**src/rtl/axi_spm_pkg.sv**
```systemverilog
// Shared types for the AXI scratchpad responder: channel structs, FSM states and the
// WRAP-burst mask helper.
package axi_spm_pkg;

    localparam int unsigned AxiAddrW = 64;
    localparam int unsigned AxiDataW = 64;
    localparam int unsigned AxiIdW   = 4;

    localparam logic [1:0] RESP_OKAY   = 2'b00;
    localparam logic [1:0] RESP_EXOKAY = 2'b01;
    localparam logic [1:0] RESP_SLVERR = 2'b10;
    localparam logic [1:0] RESP_DECERR = 2'b11;

    localparam logic [1:0] BURST_FIXED = 2'b00;
    localparam logic [1:0] BURST_INCR  = 2'b01;
    localparam logic [1:0] BURST_WRAP  = 2'b10;

    typedef struct packed {
        logic [AxiIdW-1:0]   id;
        logic [AxiAddrW-1:0] addr;
        logic [7:0]          len;
        logic [2:0]          size;
        logic [1:0]          burst;
        logic                lock;
        logic [2:0]          prot;
        logic [5:0]          atop;
    } spm_aw_chan_t;

    typedef struct packed {
        logic [AxiIdW-1:0]   id;
        logic [AxiAddrW-1:0] addr;
        logic [7:0]          len;
        logic [2:0]          size;
        logic [1:0]          burst;
        logic                lock;
        logic [2:0]          prot;
    } spm_ar_chan_t;

    typedef struct packed {
        logic [AxiDataW-1:0]   data;
        logic [AxiDataW/8-1:0] strb;
        logic                  last;
    } spm_w_chan_t;

    typedef struct packed {
        logic [AxiIdW-1:0] id;
        logic [1:0]        resp;
    } spm_b_chan_t;

    typedef struct packed {
        logic [AxiIdW-1:0]   id;
        logic [AxiDataW-1:0] data;
        logic [1:0]          resp;
        logic                last;
    } spm_r_chan_t;

    typedef struct packed {
        spm_aw_chan_t aw;
        logic         aw_valid;
        spm_w_chan_t  w;
        logic         w_valid;
        logic         b_ready;
        spm_ar_chan_t ar;
        logic         ar_valid;
        logic         r_ready;
    } spm_req_t;

    typedef struct packed {
        logic        aw_ready;
        logic        ar_ready;
        logic        w_ready;
        logic        b_valid;
        spm_b_chan_t b;
        logic        r_valid;
        spm_r_chan_t r;
    } spm_rsp_t;

    typedef enum logic [1:0] {RIdle, RMem, RWait, RResp} r_state_e;
    typedef enum logic [1:0] {WIdle, WData, WResp} w_state_e;

    // Byte mask covering one wrap window: (len+1) * 2**size bytes.
    function automatic logic [AxiAddrW-1:0] wrap_mask(input logic [7:0] len, input logic [2:0] size);
        logic [AxiAddrW-1:0] beats;
        beats = AxiAddrW'(len) + AxiAddrW'(1);
        return (beats << size) - AxiAddrW'(1);
    endfunction

endpackage

```
**src/rtl/axi_spm_burst_addr.sv**
```systemverilog
// Combinational AXI4 next-beat address for FIXED, INCR and WRAP bursts.
module axi_spm_burst_addr
    import axi_spm_pkg::*;
#(
    parameter int unsigned AddrWidth = 64
) (
    input  logic [AddrWidth-1:0] addr_i,
    input  logic [7:0]           len_i,
    input  logic [2:0]           size_i,
    input  logic [1:0]           burst_i,
    output logic [AddrWidth-1:0] next_addr_o
);

    logic [AddrWidth-1:0] step, aligned, incr, mask;

    always_comb begin
        step    = AddrWidth'(1) << size_i;
        aligned = addr_i & ~(step - AddrWidth'(1));
        incr    = aligned + step;
        mask    = AddrWidth'(wrap_mask(len_i, size_i));
        case (burst_i)
            BURST_FIXED: next_addr_o = addr_i;
            BURST_WRAP:  next_addr_o = (addr_i & ~mask) | (incr & mask);
            default:     next_addr_o = incr;
        endcase
    end

endmodule

```
**src/rtl/axi_spm_responder.sv**
```systemverilog
// AXI4 subordinate terminating on a single-port SRAM scratchpad; independent read/write FSMs
// share the SRAM port per beat. Optional address range check: AXI_SPM_RANGE_CHECK_EN.
module axi_spm_responder
    import axi_spm_pkg::*;
#(
    parameter int unsigned                AxiAddrWidth = 64,
    parameter int unsigned                AxiDataWidth = 64,
    parameter int unsigned                AxiIdWidth   = 4,
    parameter type                        axi_req_t    = spm_req_t,
    parameter type                        axi_rsp_t    = spm_rsp_t,
    parameter int unsigned                NumWords     = 1024,
    parameter logic [AxiAddrWidth-1:0]    BaseAddr     = 64'h7000_0000
) (
    input  logic                          clk_i,
    input  logic                          rst_ni,
    input  axi_req_t                      axi_req_i,
    output axi_rsp_t                      axi_resp_o,
    output logic                          mem_req_o,
    output logic                          mem_we_o,
    output logic [$clog2(NumWords)-1:0]   mem_addr_o,
    output logic [AxiDataWidth-1:0]       mem_wdata_o,
    output logic [AxiDataWidth/8-1:0]     mem_be_o,
    input  logic [AxiDataWidth-1:0]       mem_rdata_i
);

    localparam int unsigned IdxW    = $clog2(NumWords);
    localparam int unsigned AddrLsb = $clog2(AxiDataWidth/8);

    r_state_e                r_state_q, r_state_d;
    logic [AxiIdWidth-1:0]   r_id_q, r_id_d;
    logic [AxiAddrWidth-1:0] r_addr_q, r_addr_d, r_next, r_off;
    logic [7:0]              r_len_q, r_len_d, r_cnt_q, r_cnt_d;
    logic [2:0]              r_size_q, r_size_d;
    logic [1:0]              r_burst_q, r_burst_d, r_resp_q, r_resp_d;
    logic [AxiDataWidth-1:0] r_data_q, r_data_d;

    w_state_e                w_state_q, w_state_d;
    logic [AxiIdWidth-1:0]   w_id_q, w_id_d;
    logic [AxiAddrWidth-1:0] w_addr_q, w_addr_d, w_next, w_off;
    logic [7:0]              w_len_q, w_len_d, w_cnt_q, w_cnt_d;
    logic [2:0]              w_size_q, w_size_d;
    logic [1:0]              w_burst_q, w_burst_d;
    logic                    w_err_q, w_err_d, w_dec_q, w_dec_d;

    logic rr_q, rr_d;  // 0: read wins the next contended cycle
    logic rd_pend, wr_pend, rd_gnt, wr_gnt, r_oor, w_oor;
    logic ar_ready, aw_ready, w_ready, r_valid, b_valid, r_last, w_last_exp;

    axi_spm_burst_addr #(.AddrWidth(AxiAddrWidth)) u_r_addr (
        .addr_i     (r_addr_q),
        .len_i      (r_len_q),
        .size_i     (r_size_q),
        .burst_i    (r_burst_q),
        .next_addr_o(r_next)
    );

    axi_spm_burst_addr #(.AddrWidth(AxiAddrWidth)) u_w_addr (
        .addr_i     (w_addr_q),
        .len_i      (w_len_q),
        .size_i     (w_size_q),
        .burst_i    (w_burst_q),
        .next_addr_o(w_next)
    );

    assign r_off = r_addr_q - BaseAddr;
    assign w_off = w_addr_q - BaseAddr;

`ifdef AXI_SPM_RANGE_CHECK_EN
    localparam logic [AxiAddrWidth-1:0] SpmBytes = AxiAddrWidth'(NumWords * (AxiDataWidth/8));
    // Offset is unsigned, so addresses below BaseAddr wrap to huge values and fail too.
    assign r_oor = (r_off >= SpmBytes);
    assign w_oor = (w_off >= SpmBytes);
`else
    assign r_oor = 1'b0;
    assign w_oor = 1'b0;
`endif

    assign r_last     = (r_cnt_q == r_len_q);
    assign w_last_exp = (w_cnt_q == w_len_q);

    assign rd_pend = (r_state_q == RMem) && !r_oor;
    assign wr_pend = (w_state_q == WData) && axi_req_i.w_valid && !w_oor;
    assign rd_gnt  = rd_pend && (!wr_pend || !rr_q);
    assign wr_gnt  = wr_pend && (!rd_pend || rr_q);
    assign rr_d    = (rd_pend && wr_pend) ? ~rr_q : rr_q;

    assign mem_req_o   = rd_gnt | wr_gnt;
    assign mem_we_o    = wr_gnt;
    assign mem_addr_o  = wr_gnt ? w_off[AddrLsb +: IdxW] : r_off[AddrLsb +: IdxW];
    assign mem_wdata_o = axi_req_i.w.data;
    assign mem_be_o    = axi_req_i.w.strb;

    always_comb begin
        r_state_d = r_state_q;
        r_id_d    = r_id_q;
        r_addr_d  = r_addr_q;
        r_len_d   = r_len_q;
        r_size_d  = r_size_q;
        r_burst_d = r_burst_q;
        r_cnt_d   = r_cnt_q;
        r_data_d  = r_data_q;
        r_resp_d  = r_resp_q;
        ar_ready  = 1'b0;
        r_valid   = 1'b0;
        unique case (r_state_q)
            RIdle: begin
                ar_ready = 1'b1;
                if (axi_req_i.ar_valid) begin
                    r_id_d    = axi_req_i.ar.id;
                    r_addr_d  = axi_req_i.ar.addr;
                    r_len_d   = axi_req_i.ar.len;
                    r_size_d  = axi_req_i.ar.size;
                    r_burst_d = axi_req_i.ar.burst;
                    r_cnt_d   = '0;
                    r_state_d = RMem;
                end
            end
            RMem: begin
                if (r_oor) begin
                    r_data_d  = '0;
                    r_resp_d  = RESP_DECERR;
                    r_state_d = RResp;
                end else if (rd_gnt) begin
                    r_state_d = RWait;
                end
            end
            RWait: begin
                r_data_d  = mem_rdata_i;
                r_resp_d  = RESP_OKAY;
                r_state_d = RResp;
            end
            RResp: begin
                r_valid = 1'b1;
                if (axi_req_i.r_ready) begin
                    if (r_last) begin
                        r_state_d = RIdle;
                    end else begin
                        r_addr_d  = r_next;
                        r_cnt_d   = r_cnt_q + 8'd1;
                        r_state_d = RMem;
                    end
                end
            end
            default: r_state_d = RIdle;
        endcase
    end

    always_comb begin
        w_state_d = w_state_q;
        w_id_d    = w_id_q;
        w_addr_d  = w_addr_q;
        w_len_d   = w_len_q;
        w_size_d  = w_size_q;
        w_burst_d = w_burst_q;
        w_cnt_d   = w_cnt_q;
        w_err_d   = w_err_q;
        w_dec_d   = w_dec_q;
        aw_ready  = 1'b0;
        w_ready   = 1'b0;
        b_valid   = 1'b0;
        unique case (w_state_q)
            WIdle: begin
                aw_ready = 1'b1;
                if (axi_req_i.aw_valid) begin
                    w_id_d    = axi_req_i.aw.id;
                    w_addr_d  = axi_req_i.aw.addr;
                    w_len_d   = axi_req_i.aw.len;
                    w_size_d  = axi_req_i.aw.size;
                    w_burst_d = axi_req_i.aw.burst;
                    w_cnt_d   = '0;
                    w_err_d   = 1'b0;
                    w_dec_d   = 1'b0;
                    w_state_d = WData;
                end
            end
            WData: begin
                w_ready = wr_gnt || w_oor;
                if (axi_req_i.w_valid && w_ready) begin
                    // The beat counter ends the burst; a misplaced w.last only flags an error.
                    if (axi_req_i.w.last != w_last_exp) w_err_d = 1'b1;
                    if (w_oor) w_dec_d = 1'b1;
                    if (w_last_exp) begin
                        w_state_d = WResp;
                    end else begin
                        w_addr_d = w_next;
                        w_cnt_d  = w_cnt_q + 8'd1;
                    end
                end
            end
            WResp: begin
                b_valid = 1'b1;
                if (axi_req_i.b_ready) w_state_d = WIdle;
            end
            default: w_state_d = WIdle;
        endcase
    end

    always_comb begin
        axi_resp_o          = '0;
        axi_resp_o.ar_ready = ar_ready;
        axi_resp_o.aw_ready = aw_ready;
        axi_resp_o.w_ready  = w_ready;
        axi_resp_o.r_valid  = r_valid;
        axi_resp_o.r.id     = r_id_q;
        axi_resp_o.r.data   = r_data_q;
        axi_resp_o.r.resp   = r_resp_q;
        axi_resp_o.r.last   = r_last;
        axi_resp_o.b_valid  = b_valid;
        axi_resp_o.b.id     = w_id_q;
        axi_resp_o.b.resp   = w_dec_q ? RESP_DECERR : (w_err_q ? RESP_SLVERR : RESP_OKAY);
    end

    always_ff @(posedge clk_i or negedge rst_ni) begin
        if (!rst_ni) begin
            r_state_q <= RIdle;
            r_id_q    <= '0;
            r_addr_q  <= '0;
            r_len_q   <= '0;
            r_size_q  <= '0;
            r_burst_q <= '0;
            r_cnt_q   <= '0;
            r_data_q  <= '0;
            r_resp_q  <= RESP_OKAY;
            w_state_q <= WIdle;
            w_id_q    <= '0;
            w_addr_q  <= '0;
            w_len_q   <= '0;
            w_size_q  <= '0;
            w_burst_q <= '0;
            w_cnt_q   <= '0;
            w_err_q   <= 1'b0;
            w_dec_q   <= 1'b0;
            rr_q      <= 1'b0;
        end else begin
            r_state_q <= r_state_d;
            r_id_q    <= r_id_d;
            r_addr_q  <= r_addr_d;
            r_len_q   <= r_len_d;
            r_size_q  <= r_size_d;
            r_burst_q <= r_burst_d;
            r_cnt_q   <= r_cnt_d;
            r_data_q  <= r_data_d;
            r_resp_q  <= r_resp_d;
            w_state_q <= w_state_d;
            w_id_q    <= w_id_d;
            w_addr_q  <= w_addr_d;
            w_len_q   <= w_len_d;
            w_size_q  <= w_size_d;
            w_burst_q <= w_burst_d;
            w_cnt_q   <= w_cnt_d;
            w_err_q   <= w_err_d;
            w_dec_q   <= w_dec_d;
            rr_q      <= rr_d;
        end
    end

    // Lock/prot/atop are deliberately ignored; offset bits outside the index are don't-care.
    logic unused_sig;
    assign unused_sig = ^{axi_req_i.aw.lock, axi_req_i.aw.prot, axi_req_i.aw.atop,
                          axi_req_i.ar.lock, axi_req_i.ar.prot, r_off, w_off};

endmodule
```
**config.mk**
```make
export PLATFORM = sky130hd
export DESIGN_NAME = axi_spm_responder
export DESIGN_NICKNAME = d
export VERILOG_FILES = /design/src/rtl/axi_spm_pkg.sv /design/src/rtl/axi_spm_burst_addr.sv /design/src/rtl/axi_spm_responder.sv
export SDC_FILE = /design/constraint.sdc
export NUM_CORES = 1
export LEC_CHECK = 0
export CORE_AREA = 2 2 191 193
export CTS_CLUSTER_SIZE = 12
export DETAILED_ROUTE_END_ITERATION = 6
export DIE_AREA = 0 0 193 195
export PLACE_DENSITY_LB_ADDON = 0.25
export RECOVER_POWER = 25
export SYNTH_ARGS = -nofsm -noshare
export SYNTH_HDL_FRONTEND = slang
export SYNTH_SLANG_ARGS = --single-unit
```
**constraint.sdc**
```tcl
create_clock -name clk_i -period 4.1 [get_ports clk_i]
set_input_delay 0.615 -clock clk_i [delete_from_list [all_inputs] [get_ports clk_i]]
set_output_delay 0.615 -clock clk_i [all_outputs]
set_load 0.02 [all_outputs]
```
==> results.md, run 1 <==
* WP depth at 7
* Worst-Margin Slew at 2480 ps
* CP max FO at 16
* Fin crit share at 0.851
* Pre-CTS setup slack at 656 ps
* CP delay by family, top: buffers and inverters
* Peak supply drop at 0.000579 V
* Violated checks: max-capacitance violations, max-slew violations
* Final hold violation count at 0
* Startpoint Class: flop
* Post-Route WL at 32.3 mm
* Outcome: complete, but fails checks
* Setup-failing EPs final at 0
* CP endpoint: mem_addr_o[4]
* Cell variety after synth at 96
* Crit end category: output port
* Drt drc at 0
* YS warnings at 0
* H-tree lvl count at 4
* DIE AREA at 37,600 µm²
* Routed WL per cell at 18.5 µm
* Most area-consuming cells after synthesis: dfrtp_1 (35%), mux2_2 (11%), buf_4 (6.3%), o21ai_0 (3.2%), nand2_1 (3.2%)
* Final setup margin at 610 ps
* Number of gates resized after CTS at 0
* FF+latch count, synth at 146
* Worst setup path class: flop to output port
* Met1 Use GR at 0.226
* Worst Path Required at 3480 ps
* Num CTS Buffers at 17
* Share of cells above drive strength 1 at 0.149
* Number of I/O pins at 486
* Register area share after synthesis at 0.346
* TritonCTS clock tree: yes
* GRT met3 Usage at 0.0548
* Leakage power at 5.13 nW
* Placer Congestion at 0.881
* Cell Chain, Critical Path: nor2b_1 -> buf_4 -> nand2_1 -> a21oi_2 -> buf_4 -> mux2_2 -> clkdlybuf4s50_1
* Max clock buf depth at 2
* Root Buffer Master: clkbuf_16
* Pwr/cell area at 909 nW/µm²
* Met2 Usage GRT at 0.247
* Minimum clock period at 3490 ps
* FMAX at 287 MHz
* Hpwl dp at 24.1 mm
* First-pass GRT wire length at 50.0 mm
* # diodes at 0
* Post-Synthesis Cell Area at 10,600 µm²
* Vias in the first global route at 8,923
* Buf/Inv on CP at 3
* Total global-route track usage at 0.170
* Die H at 195 µm
* Clk pin slew, worst setup/hold paths at 60 ps
* Final nets at 1,607
* Final Max Slew Viols at 94
* Core Box Area at 35,400 µm²
* Most frequent cells in the layout: clkdlybuf4s50_1 (221), dfrtp_1 (146), mux2_2 (107)
* Async SR Flop Fraction at 1.00
* Post-synth top area share at 0.346
* Max Cap Viol at 1
* Post-route ant nets at 0
* Drt pass-1 iters at 5
* Mapped Cells at 1,164
* Clock Sinks at 146
* Final hold slack at 495 ps
* Final setup skew at 11.4 ps
* RSZ-0062 raised after global routing: false
* Avg Inst Size Synth at 9.08 µm²
* Antenna violations before repair at 0
* Reg-to-reg critical path startpoint: w_size_q[2]
* FP Rows at 69
* Post-CTS setup buffers at 0
* Main flop type after synthesis: dfrtp_1
* Via total after detailed routing at 9,223
* Top Usage Layer GRT: met2
* Starting Density at 0.299
* Vias per std cell at 5.28
* Final global-route overflow total at 0
* Cell taking the most area after synthesis: dfrtp_1
* Area grow syn2layout at 24.2%
* DRT iter0 DRCs at 611
* Largest net degree at the start of global routing at 95
* Worst path max stage delay at 560 ps
* Fin Setup TNS at 0 ps
* Relative slew slack at -0.652
* Worst setup path start: w_state_q[0]
* R2R setup slack at 640 ps
* Commonest non-fill, non-tap cell in the layout: clkdlybuf4s50_1
* Worst Path Arrival at 2880 ps
* Die Width at 193 µm
* Top cell by count, worst path: buf_4
* Post-synth EDFFs at 0
* Worst hold path type: flop to flop
* CTS Hold Bufs at 0
* Clk_lat worst skew at 450 ps
* IO buf count at 222
* Slowest cell on crit path: clkdlybuf4s50_1
* Depth of the most critical reg-to-reg path at 13
==> worst register-to-register path, cell delays in order, from the launching register on <==
cell      delay [ps]
dfrtp_1          380
nor2_1           290
nand2_1          140
ha_1             210
buf_4            170
a21oi_1          180
nor2_1            70
o31a_1           270
o311a_1          420
a22oi_1          320
nor4_1            80
or4_1            530
a211oi_1         230
nor2b_1           70
==> logic make-up after synthesis <==
logic type                 after synthesis  share of synthesized area
muxes                                  123                      0.131
AOI/OAI and AO/OA                      269                      0.173
DFF                                    146                      0.346
adders and majority gates               15                     0.0178
xor gates and xnor gates                58                     0.0481
other                                    1                   0.000355
buffers and inverters                  190                      0.107
and+or+nand+nor                        362                      0.177
==> where the power goes <==
group / internal [W] / switching, W
Combinational: 0.00333 / 0.00410
Sequential: 0.00213 / 0.000821
Clock: 0.000858 / 0.000694
==> worst min path at each step <==
stage	from	to	slack [ps]	cells past startpoint
2_1_floorplan	rst_ni	async pin	320	0
3_3_place_gp	rr_q	rr_q	490	1
3_5_place_dp	rr_q	rr_q	490	1
4_1_cts	rst_ni	async pin	290	1
5_1_grt	w_id_q[2]	w_id_q[2]	520	1
6_report	rr_q	rr_q	500	1
==> synth_stat cells, drive strengths merged (6+ instances only) <==
cell type    n
clkbuf      43
o31ai        7
and2        10
nor3b        6
a211oi      11
and3        18
ha          15
buf        116
xor2        29
nor2        72
dfrtp      146
nand4       16
nor2b       20
o21ai       77
nor4         8
mux2i       13
a21oi       53
o211ai      14
nor3        22
nand2       89
nand3       45
mux2       109
inv         30
or3         14
xnor2       29
a31oi       13
o22ai       13
nand2b      16
==> routing by layer <==
| metal | part of all wire | routed length, µm | up-vias |
|---|---|---|---|
| li1 | - | - | 4353 |
| met1 | 0.44 | 14300 | 4439 |
| met2 | 0.43 | 13900 | 347 |
| met3 | 0.089 | 2870 | 84 |
| met4 | 0.040 | 1290 | 0 |
| met5 | 0 | 0 | - |
==> through the flow <==
stage                     total power (W)  cells  utilization  area, µm²
after floorplan                   0.00815   1166            -      10600
after CTS                          0.0120   1746        0.371      13100
after global routing               0.0129   1746        0.371      13100
final                              0.0119   1746        0.371      13100
after global placement             0.0103   1714        0.355      12600
after detailed placement           0.0104   1714        0.355      12600
==> final cells by class <==
class | count | area (µm²)
clock buffer | 19 | 443
clock inverter | 13 | 124
fill | 3609 | 22300
inverter | 31 | 119
multi-input combinational | 830 | 5800
sequential | 146 | 3650
tap | 461 | 577
timing repair buffer | 246 | 2410
Power figures use the tool's default switching activity.
==> run 2: changes to the inputs <==
- SETUP_SLACK_MARGIN: not set -> 0.15
==> results of run 2 <==
Final layout, timing and power as in run 1 (identical DEF).
==> run 3: changes to the inputs <==
- CTS_CLUSTER_SIZE: 12 -> 28
- SLEW_MARGIN: not set -> 25
==> results.md, run 3 (synthesis gave the netlist of run 1 again) <==
* Worst-Margin Slew at 2480 ps (-0.302 ps)
* Max clock buf depth at 2 (unchanged)
* NetSw at 0.00562 W (about the same)
* Leakage power at 5.13 nW (about the same)
* Pre-CTS setup slack at 656 ps (unchanged)
* Final hold violation count at 0 (unchanged)
* Num CTS Buffers at 17 (unchanged)
* # diodes at 0 (unchanged)
* Post-CTS setup buffers at 0 (unchanged)
* Startpoint Class: flop
* Routed WL per cell at 18.5 µm (about the same)
* Most frequent cells in the layout: clkdlybuf4s50_1 (221), dfrtp_1 (146), mux2_2 (107)
* H-tree lvl count at 4 (unchanged)
* Antenna violations before repair at 0 (unchanged)
* Drt pass-1 iters at 5 (unchanged)
* Die Width at 193 µm (unchanged)
* DRT iter0 DRCs at 611 (unchanged)
* Placer Congestion at 0.881 (unchanged)
* Via total after detailed routing at 9,210 (-0.14%)
* Hpwl dp at 24.1 mm (unchanged)
* Worst hold path type: flop to flop
* P_int at 0.00631 W (about the same)
* Post-Route WL at 32.3 mm (about the same)
* Slowest cell on crit path: dfrtp_1
* Top cell by count, worst path: buf_4
* Reg power frac at 0.247 (about the same)
* Fin crit share at 0.857 (+0.00602)
* CTS Hold Bufs at 0 (unchanged)
* Post-route ant nets at 0 (unchanged)
* RSZ-0062 raised after global routing: false
* Largest net degree at the start of global routing at 95 (unchanged)
* Vias in the first global route at 8,923 (unchanged)
* Final global-route overflow total at 0 (unchanged)
* Violated checks: max-capacitance violations, max-slew violations
* Final Max Slew Viols at 94 (unchanged)
* Die H at 195 µm (unchanged)
* Number of I/O pins at 486 (unchanged)
* FP Rows at 69 (unchanged)
* Core Box Area at 35,400 µm² (unchanged)
* Crit end category: output port
* Clock Sinks at 146 (unchanged)
* Share of cells above drive strength 1 at 0.149 (unchanged)
* Commonest non-fill, non-tap cell in the layout: clkdlybuf4s50_1
* Final hold slack at 495 ps (-0.0560 ps)
* Depth of the most critical reg-to-reg path at 13 (unchanged)
* Worst Path Arrival at 2900 ps (+20 ps)
* Max Cap Viol at 1 (unchanged)
* Fill count at 3,608 (-0.028%)
* Comb power frac at 0.623 (about the same)
* Final Power at 0.0119 W (about the same)
* Final setup skew at 11.4 ps (-0.0111 ps)
* Pwr/cell area at 909 nW/µm² (about the same)
* Starting Density at 0.299 (unchanged)
* Fin area at 13,100 µm² (about the same)
* CP max FO at 16 (unchanged)
* Peak supply drop at 0.000580 V (about the same)
* Number of gates resized after CTS at 0 (unchanged)
* Setup-failing EPs final at 0 (unchanged)
* Drt drc at 0 (unchanged)
* Cell Chain, Critical Path: nor2b_1 -> buf_4 -> nand2_1 -> a21oi_2 -> buf_4 -> mux2_2 -> clkdlybuf4s50_1
* Clk pin slew, worst setup/hold paths at 60 ps (about the same)
* Relative slew slack at -0.651 (about the same)
* Worst setup path class: flop to output port
* Worst Path Required at 3480 ps (about the same)
* Final nets at 1,607 (unchanged)
* Clock network power share at 0.130 (about the same)
* Fin Setup TNS at 0 ps (unchanged)
* Minimum clock period at 3510 ps (+24.7 ps)
* Worst path max stage delay at 560 ps (about the same)
* Hold-critical path depth at 1 (unchanged)
* TritonCTS clock tree: yes
* Vias per std cell at 5.27 (-0.14%)
* FMAX at 285 MHz (-0.70%)
* Final setup margin at 585 ps (-24.7 ps)
* Clk_lat worst skew at 450 ps (about the same)
* Outcome: complete, but fails checks
* Total global-route track usage at 0.170 (unchanged)
* Area grow syn2layout at 24.2% (about the same)
* DIE AREA at 37,600 µm² (unchanged)
* Reg area at 3650 µm² (unchanged)
* Placed standard-cell area at 12,600 µm² (unchanged)
* IO buf count at 222 (unchanged)
* Multi-input logic area at 5800 µm² (about the same)
* Sw Share at 0.471 (about the same)
* First-pass GRT wire length at 50.0 mm (unchanged)
* Root Buffer Master: clkbuf_16
run 3: cell counts in the layout (fill, tap and decap cells not counted):
No cell type changed its count.
run 3: critical path: cells and delay by family (launching register included):
family          cells  cell delay [ps]
mux                 1              410
simple gates        2              310
buf+inv             3             1060
compound gates      1              110
flops               1              560
run 3: area by class of cell:
class | count | share of cell area
clock inverter | 13 | 0.00943
timing repair buffer | 246 | 0.184
sequential | 146 | 0.278
clock buffer | 19 | 0.0337
multi-input combinational | 830 | 0.442
tap | 461 | 0.0439
inverter | 31 | 0.00905
run 3: power by group through the flow:
stage	Clock (W)	Combinational, W	Sequential, W
after floorplan	0	0.00516	0.00299
after global placement	0	0.00736	0.00295
after detailed placement	0	0.00739	0.00296
after CTS	0.00160	0.00744	0.00295
after global routing	0.00165	0.00813	0.00308
final	0.00155	0.00743	0.00295
run 3: path summary, 6_finish.rpt:
path	slack, ps	start	to
worst min-delay path	500	rr_q	rr_q
max in group asynchronous	1710	rst_ni	r_state_q[1]
min in group asynchronous	890	rst_ni	async pin
worst min register to register	500	rr_q	rr_q
worst max register to register	640	w_size_q[2]	flop
worst max-delay path	590	w_state_q[0]	mem_addr_o[4]
run 3: stage by stage:
stage / std cells / utilization
finish: 1746 / 0.371
global route: 1746 / 0.371
CTS: 1746 / 0.371
detailed placement: 1714 / 0.355
global placement: 1714 / 0.355
floorplan: 1166 / -
run 3: routing by layer:
layer | GRT usage | part of all wire
met2 | 0.247 | 0.43
met4 | 0.0861 | 0.040
met5 | 0 | 0
met1 | 0.226 | 0.44
met3 | 0.0548 | 0.089
